### config.mk
export PLATFORM = sky130hd
export DESIGN_NAME = fp32_fadd
export DESIGN_NICKNAME = d
export VERILOG_FILES = /design/src/rtl/fp32_fadd.sv
export SDC_FILE = /design/constraint.sdc
export NUM_CORES = 1
export LEC_CHECK = 0
export CORE_AREA = 2 2 225 205
export CTS_BUF_LIST = sky130_fd_sc_hd__clkbuf_2 sky130_fd_sc_hd__clkbuf_4 sky130_fd_sc_hd__clkbuf_8
export DETAILED_ROUTE_END_ITERATION = 12
export DIE_AREA = 0 0 227 207
export HOLD_SLACK_MARGIN = 0.08
export SLEW_MARGIN = 25
export SYNTH_ARGS = -nofsm -noshare
export SYNTH_HDL_FRONTEND = slang
export SYNTH_SLANG_ARGS = --single-unit
### constraint.sdc
create_clock -name clk -period 2.8 [get_ports clk]
set_input_delay 0.84 -clock clk [delete_from_list [all_inputs] [get_ports clk]]
set_output_delay 0.84 -clock clk [all_outputs]
set_load 0.005 [all_outputs]
### src/rtl/fp32_fadd.sv
// IEEE-754 binary32 adder, round-to-nearest-even, subnormals flushed, no flags.
// Latency 1 cycle, one new operation every cycle; no handshake and no backpressure.
module fp32_fadd (
    input  logic        clk,
    input  logic        rst,
    input  logic [31:0] x1,
    input  logic [31:0] x2,
    output logic [31:0] y
);
    logic        s1, s2;
    logic [7:0]  e1, e2;
    logic [22:0] m1, m2;
    logic        z1, z2, inf1, inf2, nan1, nan2;
    logic        big;

    logic               sl, ss;
    logic [7:0]         el, es, sh;
    logic [23:0]        sigl, sigs;
    logic [49:0]        ext;
    logic [26:0]        lx, sx, diff, nrm;
    logic [27:0]        sum;
    logic [4:0]         lz;
    logic signed [9:0]  en, ef;
    logic               up;
    logic [24:0]        rnd;
    logic [31:0]        res;

    function automatic logic [4:0] lzc27(input logic [26:0] v);
        lzc27 = 5'd27;
        for (int i = 0; i < 27; i++)
            if (v[i]) lzc27 = 5'(26 - i);
    endfunction

    assign {s1, e1, m1} = x1;
    assign {s2, e2, m2} = x2;
    assign z1   = (e1 == 8'd0);
    assign z2   = (e2 == 8'd0);
    assign inf1 = (e1 == 8'hFF) && (m1 == 23'd0);
    assign inf2 = (e2 == 8'hFF) && (m2 == 23'd0);
    assign nan1 = (e1 == 8'hFF) && (m1 != 23'd0);
    assign nan2 = (e2 == 8'hFF) && (m2 != 23'd0);
    assign big  = ({e1, m1} >= {e2, m2});

    always_comb begin
        sl   = big ? s1 : s2;
        ss   = big ? s2 : s1;
        el   = big ? e1 : e2;
        es   = big ? e2 : e1;
        sigl = big ? (z1 ? 24'd0 : {1'b1, m1}) : (z2 ? 24'd0 : {1'b1, m2});
        sigs = big ? (z2 ? 24'd0 : {1'b1, m2}) : (z1 ? 24'd0 : {1'b1, m1});
        sh   = el - es;

        // Significand | guard | round | sticky; bits below round collapse into sticky.
        ext = {sigs, 26'd0} >> sh;
        if (sh >= 8'd26)
            sx = {26'd0, |sigs};
        else
            sx = {ext[49:24], |ext[23:0]};
        lx   = {sigl, 3'b000};
        sum  = {1'b0, lx} + {1'b0, sx};
        diff = lx - sx;
        lz   = lzc27(diff);

        if (sl == ss) begin
            if (sum[27]) begin
                nrm = {sum[27:2], sum[1] | sum[0]};
                en  = $signed({2'b00, el}) + 10'sd1;
            end else begin
                nrm = sum[26:0];
                en  = $signed({2'b00, el});
            end
        end else begin
            nrm = diff << lz;
            en  = $signed({2'b00, el}) - $signed({5'd0, lz});
        end

        up  = nrm[2] & (nrm[1] | nrm[0] | nrm[3]);
        rnd = {1'b0, nrm[26:3]} + {24'd0, up};
        // Hidden bit (weight 1) or rounding carry-out (weight 2) folds into the exponent.
        ef  = en + $signed({8'd0, rnd[24:23]}) - 10'sd1;

        res = {sl, ef[7:0], rnd[22:0]};
        if (nan1 || nan2 || (inf1 && inf2 && (s1 != s2)))
            res = 32'h7FC0_0000;
        else if (inf1)
            res = {s1, 31'h7F80_0000};
        else if (inf2)
            res = {s2, 31'h7F80_0000};
        else if (z1 && z2)
            res = {s1 & s2, 31'd0};
        else if ((sl != ss) && (diff == 27'd0))
            res = 32'h0000_0000;
        else if (en <= 10'sd0)
            res = {sl, 31'd0};
        else if (ef >= 10'sd255)
            res = {sl, 31'h7F80_0000};
    end

    always_ff @(posedge clk or posedge rst) begin
        if (rst)
            y <= 32'h0000_0000;
        else
            y <= res;
    end
endmodule

### Yosys cells after proc, flatten, opt, wreduce, memory -nomap -nowiden

Index checks and enable logic that the tools add are counted.
W data, S select, Z words.

| word-level totals | value |
|---|---|
| bits in latches | 0 |
| input bits | 66 |
| flip-flop bits (word level) | 32 |
| memory bits (read-only) | 0 |
| bits in writable memories | 0 |
| output and inout port bits | 32 |
| memories | 0 |

| operators by class | value |
|---|---|
| muxes and demuxes | 47 |
| $add $sub $neg | 8 |
| magnitude comparators | 4 |
| reduce and logical (&&, ||, !) cells | 19 |
| bitwise logic cells | 5 |
| shift operators | 2 |
| div/mod/pow operators | 0 |
| eq/ne operators | 5 |
| multipliers | 0 |

Operator list:

| operator | number |
|---|---|
| $mux W32 | 5 |
| $mux W5 | 26 |
| $mux W24 | 4 |
| $mux W27 | 3 |
| $mux W31 | 2 |
| $shr A50 B8 Y50 | 1 |
| $reduce_or A24 Y1 | 2 |
| $logic_not A23 Y1 | 2 |
| $reduce_bool A23 Y1 | 2 |
| $ge A31 B31 Y1 | 1 |
| $add A27 B27 Y28 | 1 |
| $logic_not A27 Y1 | 1 |
| $shl A27 B5 Y27 | 1 |
| $sub A27 B27 Y27 | 1 |
| $add A24 B1 Y25 | 1 |
| $eq A8 B8 Y1 const B | 2 |
| $logic_not A8 Y1 | 2 |
| $mux W8 | 2 |
| $add A10 B3 Y10 | 1 |
| $ge A10 B9 Y1 const B | 1 |
| $le A10 B1 Y1 const B | 1 |
| $mux W10 | 1 |
| $sub A10 B2 Y10 const B | 1 |
| $add A8 B1 Y9 const B | 1 |
| 11 further kinds | 25 |

### Depth between registers and ports, before layout

Gate-level depths: netlist of the first run.

| logic depth | value |
|---|---|
| depth after elaboration | 50 |
| depth in mapped cells | 74 |
| depth with buffers taken out | 68 |

### Worst setup path before layout of the first run

No wires, ideal clock.

| timing | value |
|---|---|
| path kind | in2reg |
| from | input x2[28] |
| to | register y[13] |
| buffers on the path | 5 |
| setup slack | -11.354 ns |
| setup time | 0.136 ns |
| data arrival time | 14.019 ns |
| required time | 2.664 ns |
| stages on the path | 67 |
| path through | clkbuf_1 > inv_1 > ha_1 > and4_4 > and4_4 > a32oi_2 > nand4_2 > nor2_4 > clkbuf_1 > mux2_2 > ha_1 > a31oi_1 > nand3_2 > nand2_2 > mux4_2 > a221oi_1 > a31oi_1 > o2bb2ai_1 > (+31 left out) > inv_1 > ha_1 > inv_1 > fa_1 > inv_1 > a21oi_1 > o21ai_0 > a21oi_1 > nor2_1 > o21ai_0 > nand2b_1 > a21oi_1 > xor2_1 > a21oi_1 > nor2_1 > nand2_1 > clkbuf_1 > nor3_1 |

| on the way | value |
|---|---|
| cells in the longest elaborated chain, start to end | 50 |

Ends and longest elaborated chain:

| what | line | text |
|---|---|---|
| start: declaration | 7 | `input logic [31:0] x2,` |
| $ge A31 B31 Y1 / $logic_not A8 Y1 (equally long branches) | 42, 37 |  |
| $mux W8, or another cell as far along | 47 | `el = big ? e1 : e2;` |
| $sub A8 B8 Y8 / $mux W24 (equally long branches) | 51, 50 |  |
| $shr A50 B8 Y50 | 54 | `ext = {sigs, 26'd0} >> sh;` |
| $reduce_or A24 Y1 | 58 | `sx = {ext[49:24], \|ext[23:0]};` |
| $mux W27 | 55 | `if (sh >= 8'd26)` |
| $sub A27 B27 Y27 | 61 | `diff = lx - sx;` |
| $mux W1 | 31 | `if (v[i]) lzc27 = 5'(26 - i);` |
| (+35 left out) | -- |  |
| $mux W31 | 95 | `else if (ef >= 10'sd255)` |
| $mux W31 | 93 | `else if (en <= 10'sd0)` |
| $mux W32 | 91 | `else if ((sl != ss) && (diff == 27'd0))` |
| $mux W32 | 89 | `else if (z1 && z2)` |
| $mux W32 | 87 | `else if (inf2)` |
| $mux W32 | 85 | `else if (inf1)` |
| $mux W32 (*) | 83 | `if (nan1 \|\| nan2 \|\| (inf1 && inf2 && (s1 != s2)))` |
| named net res[13] | 26 | `logic [31:0] res;` |
| end signal: assignment | 103 | `y <= res;` |
| end: declaration | 8 | `output logic [31:0] y` |

Mark *: on every way through the listed nets, which the timed path passes. The rest lies on a longest branch.

### Worst setup path in the final report of the first run

| timing | value |
|---|---|
| from | input x1[1] |
| to | register y[4] |

| on the way | value |
|---|---|
| cells in the longest elaborated chain, start to end | 50 |

Ends and longest elaborated chain:

| what | line | text |
|---|---|---|
| start: declaration | 6 | `input logic [31:0] x1,` |
| $ge A31 B31 Y1 | 42 | `assign big = ({e1, m1} >= {e2, m2});` |
| $mux W8, on equally long branches | 47, 48 |  |
| $sub A8 B8 Y8 | 51 | `sh = el - es;` |
| $shr A50 B8 Y50 | 54 |  |
| $reduce_or A24 Y1 | 58 |  |
| $mux W27 | 55 |  |
| $sub A27 B27 Y27 | 61 |  |
| $mux W1 | 31 |  |
| (+35 left out) | -- |  |
| $mux W31 | 95 |  |
| $mux W31 | 93 |  |
| $mux W32 | 91 |  |
| $mux W32 | 89 |  |
| $mux W32 | 87 |  |
| $mux W32 | 85 |  |
| $mux W32 (*) | 83 |  |
| named net res[4] | 26 |  |

Marked as above.

==> results.sh, run 1 <==
export IMPL_postSynthAreaPerCell_sq_um=6.74
export IMPL_routability_congestion_estimate_from_global_placement=1.08
export IMPL_final_seq_area_sq_um=801
export IMPL_timing_worst_setup_path_type="input port to register"
export IMPL_synth_edff_count=0
export IMPL_die_area_sq_um=47000
export IMPL_clkPwrFrac_pct=3.3
export IMPL_status="finished, violations left"
export IMPL_leading_register_cell_type_out_of_synthesis="sky130_fd_sc_hd__dfrtp_1"
export IMPL_floorplan_initialDensity_pct=29.5
export IMPL_postSynthRegisterBits=32
export IMPL_cts_htree_levels=2
export IMPL_hpwlAfterDp_um=59700
export IMPL_failed_checks="negative setup slack"
export IMPL_row_count=74
export IMPL_antenna_cells=0
export IMPL_max_flop_register="y"
export IMPL_first_iter_violations=2288
export IMPL_switching_share_pct=48.3
export IMPL_leakagePower_uw=0.0106
export IMPL_synth_distinct_cells=110
export IMPL_tritoncts="done"
export IMPL_finalHoldViolations=0
export IMPL_layout_top_registers="y (32)"
export IMPL_synth_warnings=0
export IMPL_grt_overflow=0
export IMPL_most_frequent_standard_cell_in_the_layout_excluding_fill_and_tap_cells="sky130_fd_sc_hd__buf_4"
export IMPL_placeableCoreArea_sq_um=44800
export IMPL_cp_slowest_cell="sky130_fd_sc_hd__or4_4"
export IMPL_worstMarginPinSlew_ps=1050
export IMPL_setup_viol=32
export IMPL_detailed_routing_iterations_pass_1=6
export IMPL_die_w_um=227
export IMPL_setup_repair_after_global_routing_missed_its_margin="true"
export IMPL_vdd_ir_drop_max_mv=0.342
export IMPL_part_of_the_cycle_the_worst_path_needs_pct=444
export IMPL_synth_yosys_seq_area_share_pct=6.05
export IMPL_worstPathArrival_ps=12610
export IMPL_relSlewSlack_pct=29.8
export IMPL_tritoncts_num_buffers=5
export IMPL_placedInstanceArea_sq_um=21400
export IMPL_initial_antenna_violation_count=0
export IMPL_vias_per_cell=5.74
export IMPL_finalWorstPathRequiredPeriod_ps=12420
export IMPL_vias=20052
export IMPL_fillCellCount=4304
export IMPL_largest_register_ff_count=32
export IMPL_max_cap_violations=0
export IMPL_global_route_wire_length_before_repair_um=111000
export IMPL_numClockSinks=32
export IMPL_number_of_drc_violations_after_detailed_routing=0
export IMPL_critical_path_max_fanout=14
export IMPL_cts_root_buf="sky130_fd_sc_hd__clkbuf_8"
export IMPL_global_route_usage_total_pct=29.9
export IMPL_power_density_cell_area_nw_per_um2=676
export IMPL_internal_power_uw=8050
export IMPL_post_drt_wl_per_cell_um=20.6
export IMPL_fmax_ghz=0.0805
export IMPL_layout_common_cells="sky130_fd_sc_hd__buf_4, sky130_fd_sc_hd__nand2_1, sky130_fd_sc_hd__nor2_1, sky130_fd_sc_hd__a21oi_1, sky130_fd_sc_hd__inv_1"
export IMPL_cts_path_max_buffers=2
export IMPL_switching_power_uw=7520
export IMPL_power_sequential_fraction_pct=4.8
export IMPL_finish_instance_area_sq_um=23000
export IMPL_post_place_ws_ps=-10830
export IMPL_cp_start_kind="input port"
export IMPL_ioPinCount=98
export IMPL_synth_async_reset_ratio_pct=100
export IMPL_delay_contributed_by_the_slowest_stage_of_the_critical_path_ps=610
export IMPL_area_growth_synth_to_final_pct=74.1
export IMPL_post_synth_instance_area_sq_um=13200
export IMPL_portion_of_total_power_attributed_to_combinational_logic_pct=92.0
export IMPL_timing_final_max_slew_violations=0
export IMPL_crit_path_end_kind="register"
export IMPL_ant_nets=0
export IMPL_cp_common_cell="sky130_fd_sc_hd__buf_4"
export IMPL_postSynthNetCount=2134
export IMPL_clock_transition_at_the_registers_of_the_reported_paths_ps=80
export IMPL_fin_nets=3058
export IMPL_path_type_of_the_worst_min_delay_path="input port to async pin"
export IMPL_die_h_um=207
export IMPL_synthesized_netlist_cell_count=1962
export IMPL_final_critical_path_setup_slack_ps=-9620
export IMPL_grt_pass1_vias=19505
export IMPL_multi_input_comb_area_sq_um=12900
export IMPL_placement_io_buffers=97
export IMPL_share_of_layout_cells_above_drive_strength_1_pct=45.1
export IMPL_critPathRequiredTime_ps=2990
export IMPL_totalWireLength_um=72200
export IMPL_largest_net_degree_at_the_start_of_global_routing=33
-- power groups by stage --
stage               registers [uW]  logic, uW  clock network [uW]
floorplan                      767       5860                   0
global placement               748      12200                   0
detailed placement             751      12300                   0
CTS                            743      13500                 513
global route                   756      15200                 536
finish                         740      14300                 513
-- cells by family (layout without fill, tap and decap cells) --
kind of cell    Yosys count  after routing  synth area share (%)
compound gates          702            702                  37.1
xor+xnor                 72             72                  4.77
fa+ha+maj               106            106                  10.2
buf+inv                 234           1159                  7.11
flops                    32             32                  6.05
mux                      76             76                  7.00
simple gates            740            740                  27.8
-- cell usage after synthesis, types with 9 or more instances --
library cell	n	area [sq um]
sky130_fd_sc_hd__inv_1	127	477
sky130_fd_sc_hd__and3_1	19	119
sky130_fd_sc_hd__xor2_1	22	193
sky130_fd_sc_hd__mux2_2	21	236
sky130_fd_sc_hd__xnor2_1	50	438
sky130_fd_sc_hd__a21o_1	34	255
sky130_fd_sc_hd__a31o_2	9	78.8
sky130_fd_sc_hd__nand4_1	27	169
sky130_fd_sc_hd__o21bai_1	19	143
sky130_fd_sc_hd__or4_1	9	67.6
sky130_fd_sc_hd__mux2i_1	43	430
sky130_fd_sc_hd__and2_1	22	138
sky130_fd_sc_hd__nor3_1	58	290
sky130_fd_sc_hd__o31ai_1	17	128
sky130_fd_sc_hd__and4_1	10	87.6
sky130_fd_sc_hd__nand2_1	191	717
sky130_fd_sc_hd__a21boi_0	11	82.6
sky130_fd_sc_hd__dfrtp_1	32	801
sky130_fd_sc_hd__o22ai_1	26	163
sky130_fd_sc_hd__a221oi_1	11	96.3
sky130_fd_sc_hd__nor2_1	189	709
sky130_fd_sc_hd__clkbuf_1	68	255
sky130_fd_sc_hd__o21ai_0	111	556
sky130_fd_sc_hd__a31oi_1	49	307
sky130_fd_sc_hd__a22oi_1	12	90.1
sky130_fd_sc_hd__mux4_2	11	248
sky130_fd_sc_hd__o211ai_1	24	180
sky130_fd_sc_hd__a21oi_1	143	716
sky130_fd_sc_hd__a211oi_1	39	293
sky130_fd_sc_hd__nand3_1	75	375
sky130_fd_sc_hd__a22o_1	26	228
sky130_fd_sc_hd__ha_1	103	1290
sky130_fd_sc_hd__nor2b_1	18	113
sky130_fd_sc_hd__or2_2	14	87.6
sky130_fd_sc_hd__o21ai_1	17	85.1
sky130_fd_sc_hd__a211o_1	12	105
sky130_fd_sc_hd__buf_2	20	100
sky130_fd_sc_hd__a311oi_1	10	87.6
sky130_fd_sc_hd__nand2b_1	21	131
sky130_fd_sc_hd__nor4_1	27	169
sky130_fd_sc_hd__or3_1	26	163
-- timing repair --
item | in CTS | in global routing
gates resized for setup | 404 | 77
setup endpoints to repair | 32 | 32
hold buffers | 0 | 0
pin swaps | 95 | 25
cloned | 1 | 0
setup buffers | 53 | 14
-- how the worst max path moves through the flow --
stage                     startpoint    end  slack [ps]  depth (start not counted)
after global routing           x1[0]  y[13]      -10050                         77
after CTS                     x2[26]   y[4]       -9440                         68
final                          x1[1]   y[4]       -9620                         65
after floorplan               x2[28]  y[22]       -9780                         66
after global placement         x2[2]  y[12]      -10600                         67
after detailed placement       x2[2]  y[12]      -10830                         69
-- cell type report --
| type | count | area share (%) |
|---|---|---|
| flip-flops and latches | 32 | 3.48 |
| well taps | 608 | 3.30 |
| inverters | 132 | 2.21 |
| repair buffers | 1019 | 34.3 |
| clock buffers | 7 | 0.418 |
| clock inverters | 1 | 0.130 |
| multi-input cells | 1696 | 56.1 |
-- layer usage --
layer  vias up  global-route usage [%]  part of all wire (%)
met5         -                       0                     0
met4         0                    5.84                   2.2
met3        98                    5.19                    10
met2      1048                    45.7                    43
met1      9610                    43.8                    45
li1       9296                       -                     -
-- metrics by stage --
step	TNS, ps	instances	utilization [%]	hold WS [ps]	power, uW
2_1_floorplan	-303640	1962	-	956	6620
3_3_place_gp	-332820	3423	47.7	1240	13000
3_5_place_dp	-338660	3423	47.7	1260	13100
4_1_cts	-295420	3485	50.5	932	14800
5_1_grt	-313980	3495	51.4	975	16400
6_report	-300650	3495	51.4	923	15600
-- worst max-delay path, delay by kind of cell --
family / cells / cell delay (ps)
and+or+nand+nor: 14 / 2650
AOI/OAI and AO/OA: 26 / 5230
adders and majority gates: 6 / 1230
xor gates and xnor gates: 2 / 280
buffers and inverters: 16 / 2000
muxes: 1 / 330
Note: power is estimated with default switching activity, not from simulation.
==> inputs of run 2 (changes only) <==
--- a/config.mk
+++ b/config.mk
@@ -5,11 +5,14 @@
 export SDC_FILE = /design/constraint.sdc
 export NUM_CORES = 1
 export LEC_CHECK = 0
+export CELL_PAD_IN_SITES_DETAIL_PLACEMENT = 1
+export CELL_PAD_IN_SITES_GLOBAL_PLACEMENT = 1
 export CORE_AREA = 2 2 225 205
 export CTS_BUF_LIST = sky130_fd_sc_hd__clkbuf_2 sky130_fd_sc_hd__clkbuf_4 sky130_fd_sc_hd__clkbuf_8
 export DETAILED_ROUTE_END_ITERATION = 12
 export DIE_AREA = 0 0 227 207
 export HOLD_SLACK_MARGIN = 0.08
+export PLACE_DENSITY_LB_ADDON = 0.1
 export SLEW_MARGIN = 25
 export SYNTH_ARGS = -nofsm -noshare
 export SYNTH_HDL_FRONTEND = slang
==> constraint.sdc (replaced) <==
create_clock -name clk -period 10.61 [get_ports clk]
set_input_delay 3.183 -clock clk [delete_from_list [all_inputs] [get_ports clk]]
set_output_delay 3.183 -clock clk [all_outputs]
set_load 0.005 [all_outputs]
==> run 2 against run 1 <==
The flow still finishes with violations (negative setup slack). Critical path depth down 7. Sequential share of layout area down 0.17 points. Total power down 72%. Largest power group unchanged.
==> results.sh, run 2 (synthesized netlist as in run 1, its figures left out) <==
export IMPL_critPathRequiredTime_ps=10820
export IMPL_utilization_pct=54.0
export IMPL_timing_worst_setup_path_type="input port to register"
export IMPL_power_density_cell_area_nw_per_um2=183
export IMPL_die_w_um=227
export IMPL_grt_overflow=0
export IMPL_share_of_layout_cells_above_drive_strength_1_pct=48.6
export IMPL_row_count=74
export IMPL_initial_antenna_violation_count=0
export IMPL_failed_checks="negative setup slack"
export IMPL_path_type_of_the_worst_min_delay_path="input port to async pin"
export IMPL_finalWorstPathRequiredPeriod_ps=15020
export IMPL_floorplan_initialDensity_pct=29.5
export IMPL_fin_nets=3156
export IMPL_grt_pass1_vias=21440
export IMPL_vdd_ir_drop_max_mv=0.0893
export IMPL_layout_top_registers="y (32)"
export IMPL_tritoncts_num_buffers=5
export IMPL_tns_ps=-133350
export IMPL_vias=20764
export IMPL_numClockSinks=32
export IMPL_most_frequent_standard_cell_in_the_layout_excluding_fill_and_tap_cells="sky130_fd_sc_hd__buf_4"
export IMPL_timing_critical_path_buf_inv=10
export IMPL_part_of_the_cycle_the_worst_path_needs_pct=142
export IMPL_leakagePower_uw=0.0112
export IMPL_placement_io_buffers=97
export IMPL_global_route_usage_total_pct=35.7
export IMPL_clock_transition_at_the_registers_of_the_reported_paths_ps=60
export IMPL_area_growth_synth_to_final_pct=82.8
export IMPL_setup_viol=32
export IMPL_final_critical_path_setup_slack_ps=-4410
export IMPL_placedInstanceArea_sq_um=21900
export IMPL_relSlewSlack_pct=43.4
export IMPL_ioPinCount=98
export IMPL_totalWireLength_um=87500
export IMPL_vias_per_cell=5.78
export IMPL_finalNonFillerCells=3590
export IMPL_max_flop_register="y"
export IMPL_numPlacedInstances=3486
export IMPL_holdWs_ps=3290
export IMPL_cts_root_buf="sky130_fd_sc_hd__clkbuf_8"
export IMPL_tritoncts="done"
export IMPL_first_iter_violations=1579
export IMPL_finalHoldViolations=0
export IMPL_detailed_routing_iterations_pass_1=6
export IMPL_delay_contributed_by_the_slowest_stage_of_the_critical_path_ps=570
export IMPL_worstMarginPinSlew_ps=844
export IMPL_largest_register_ff_count=32
export IMPL_setup_repair_after_global_routing_missed_its_margin="true"
export IMPL_routability_congestion_estimate_from_global_placement=1.04
export IMPL_finish_instance_area_sq_um=24200
export IMPL_global_route_wire_length_before_repair_um=129000
export IMPL_status="finished, violations left"
export IMPL_die_area_sq_um=47000
export IMPL_critical_path_max_fanout=7
export IMPL_layout_common_cells="sky130_fd_sc_hd__buf_4, sky130_fd_sc_hd__nand2_1, sky130_fd_sc_hd__nor2_1, sky130_fd_sc_hd__a21oi_1, sky130_fd_sc_hd__inv_1"
export IMPL_hpwlAfterDp_um=71700
export IMPL_crit_path_end_kind="register"
export IMPL_cts_path_max_buffers=2
export IMPL_fmax_ghz=0.0666
export IMPL_post_drt_wl_per_cell_um=24.4
export IMPL_die_h_um=207
export IMPL_fillCellCount=5675
export IMPL_cts_htree_levels=2
export IMPL_cp_common_cell="sky130_fd_sc_hd__buf_4"
export IMPL_placeableCoreArea_sq_um=44800
export IMPL_cpLargestDelayFamily="compound AO/OA/AOI/OAI gates"
export IMPL_cp_start_kind="input port"
export IMPL_number_of_drc_violations_after_detailed_routing=0
export IMPL_timing_final_max_slew_violations=0
export IMPL_postCtsHoldBufs=0
export IMPL_largest_net_degree_at_the_start_of_global_routing=33
export IMPL_worstPathArrival_ps=15230
export IMPL_cp_slowest_cell="sky130_fd_sc_hd__mux4_2"
export IMPL_antenna_cells=0
export IMPL_ant_nets=0
export IMPL_max_cap_violations=0
==> run 2: layout make-up <==
class	instances	area (sq um)	share of cell area, %
multi-input cells	1697	13300	54.9
repair buffers	1116	8770	36.3
flip-flops and latches	32	801	3.31
well taps	608	761	3.15
inverters	132	510	2.11
clock buffers	5	68.8	0.285
==> run 2: path summary, 6_finish.rpt <==
path                        start     to  depth (start not counted)
max                         x2[4]   y[4]                         58
min                           rst  y[23]                          3
max in group asynchronous     rst   y[8]                          3
min in group clk           x1[31]  y[31]                          3
==> run 2: power by group <==
group | switching (uW) | total [uW] | leakage, uW | internal [uW]
Clock | 47.3 | 89.5 | 0.0000359 | 42.2
Sequential | 15.5 | 194 | 0.000389 | 179
Combinational | 2120 | 4140 | 0.0108 | 2020
==> run 2: per-stage QoR <==
step	worst slack [ps]	power, uW
finish	-4410	4420
global route	-4820	4650
CTS	-4070	4160
detailed placement	-6230	3700
global placement	-6010	3620
floorplan	-4320	1750
==> run 2: routing by layer <==
layer / global-route usage [%] / vias up / routed length [um]
met5: 0 / - / 0
met4: 10.7 / 0 / 3380
met3: 5.28 / 164 / 4950
met2: 59.0 / 739 / 40100
met1: 47.7 / 10374 / 39000
li1: - / 9487 / -
==> run 2: timing repair <==
action | in CTS | in global routing
pin swaps | 132 | 74
endpoints found under the hold margin | 0 | 0
endpoints found under the setup margin | 32 | 32
gates resized for setup | 458 | 113
buffers inserted | 55 | 44
cloned | 3 | 2
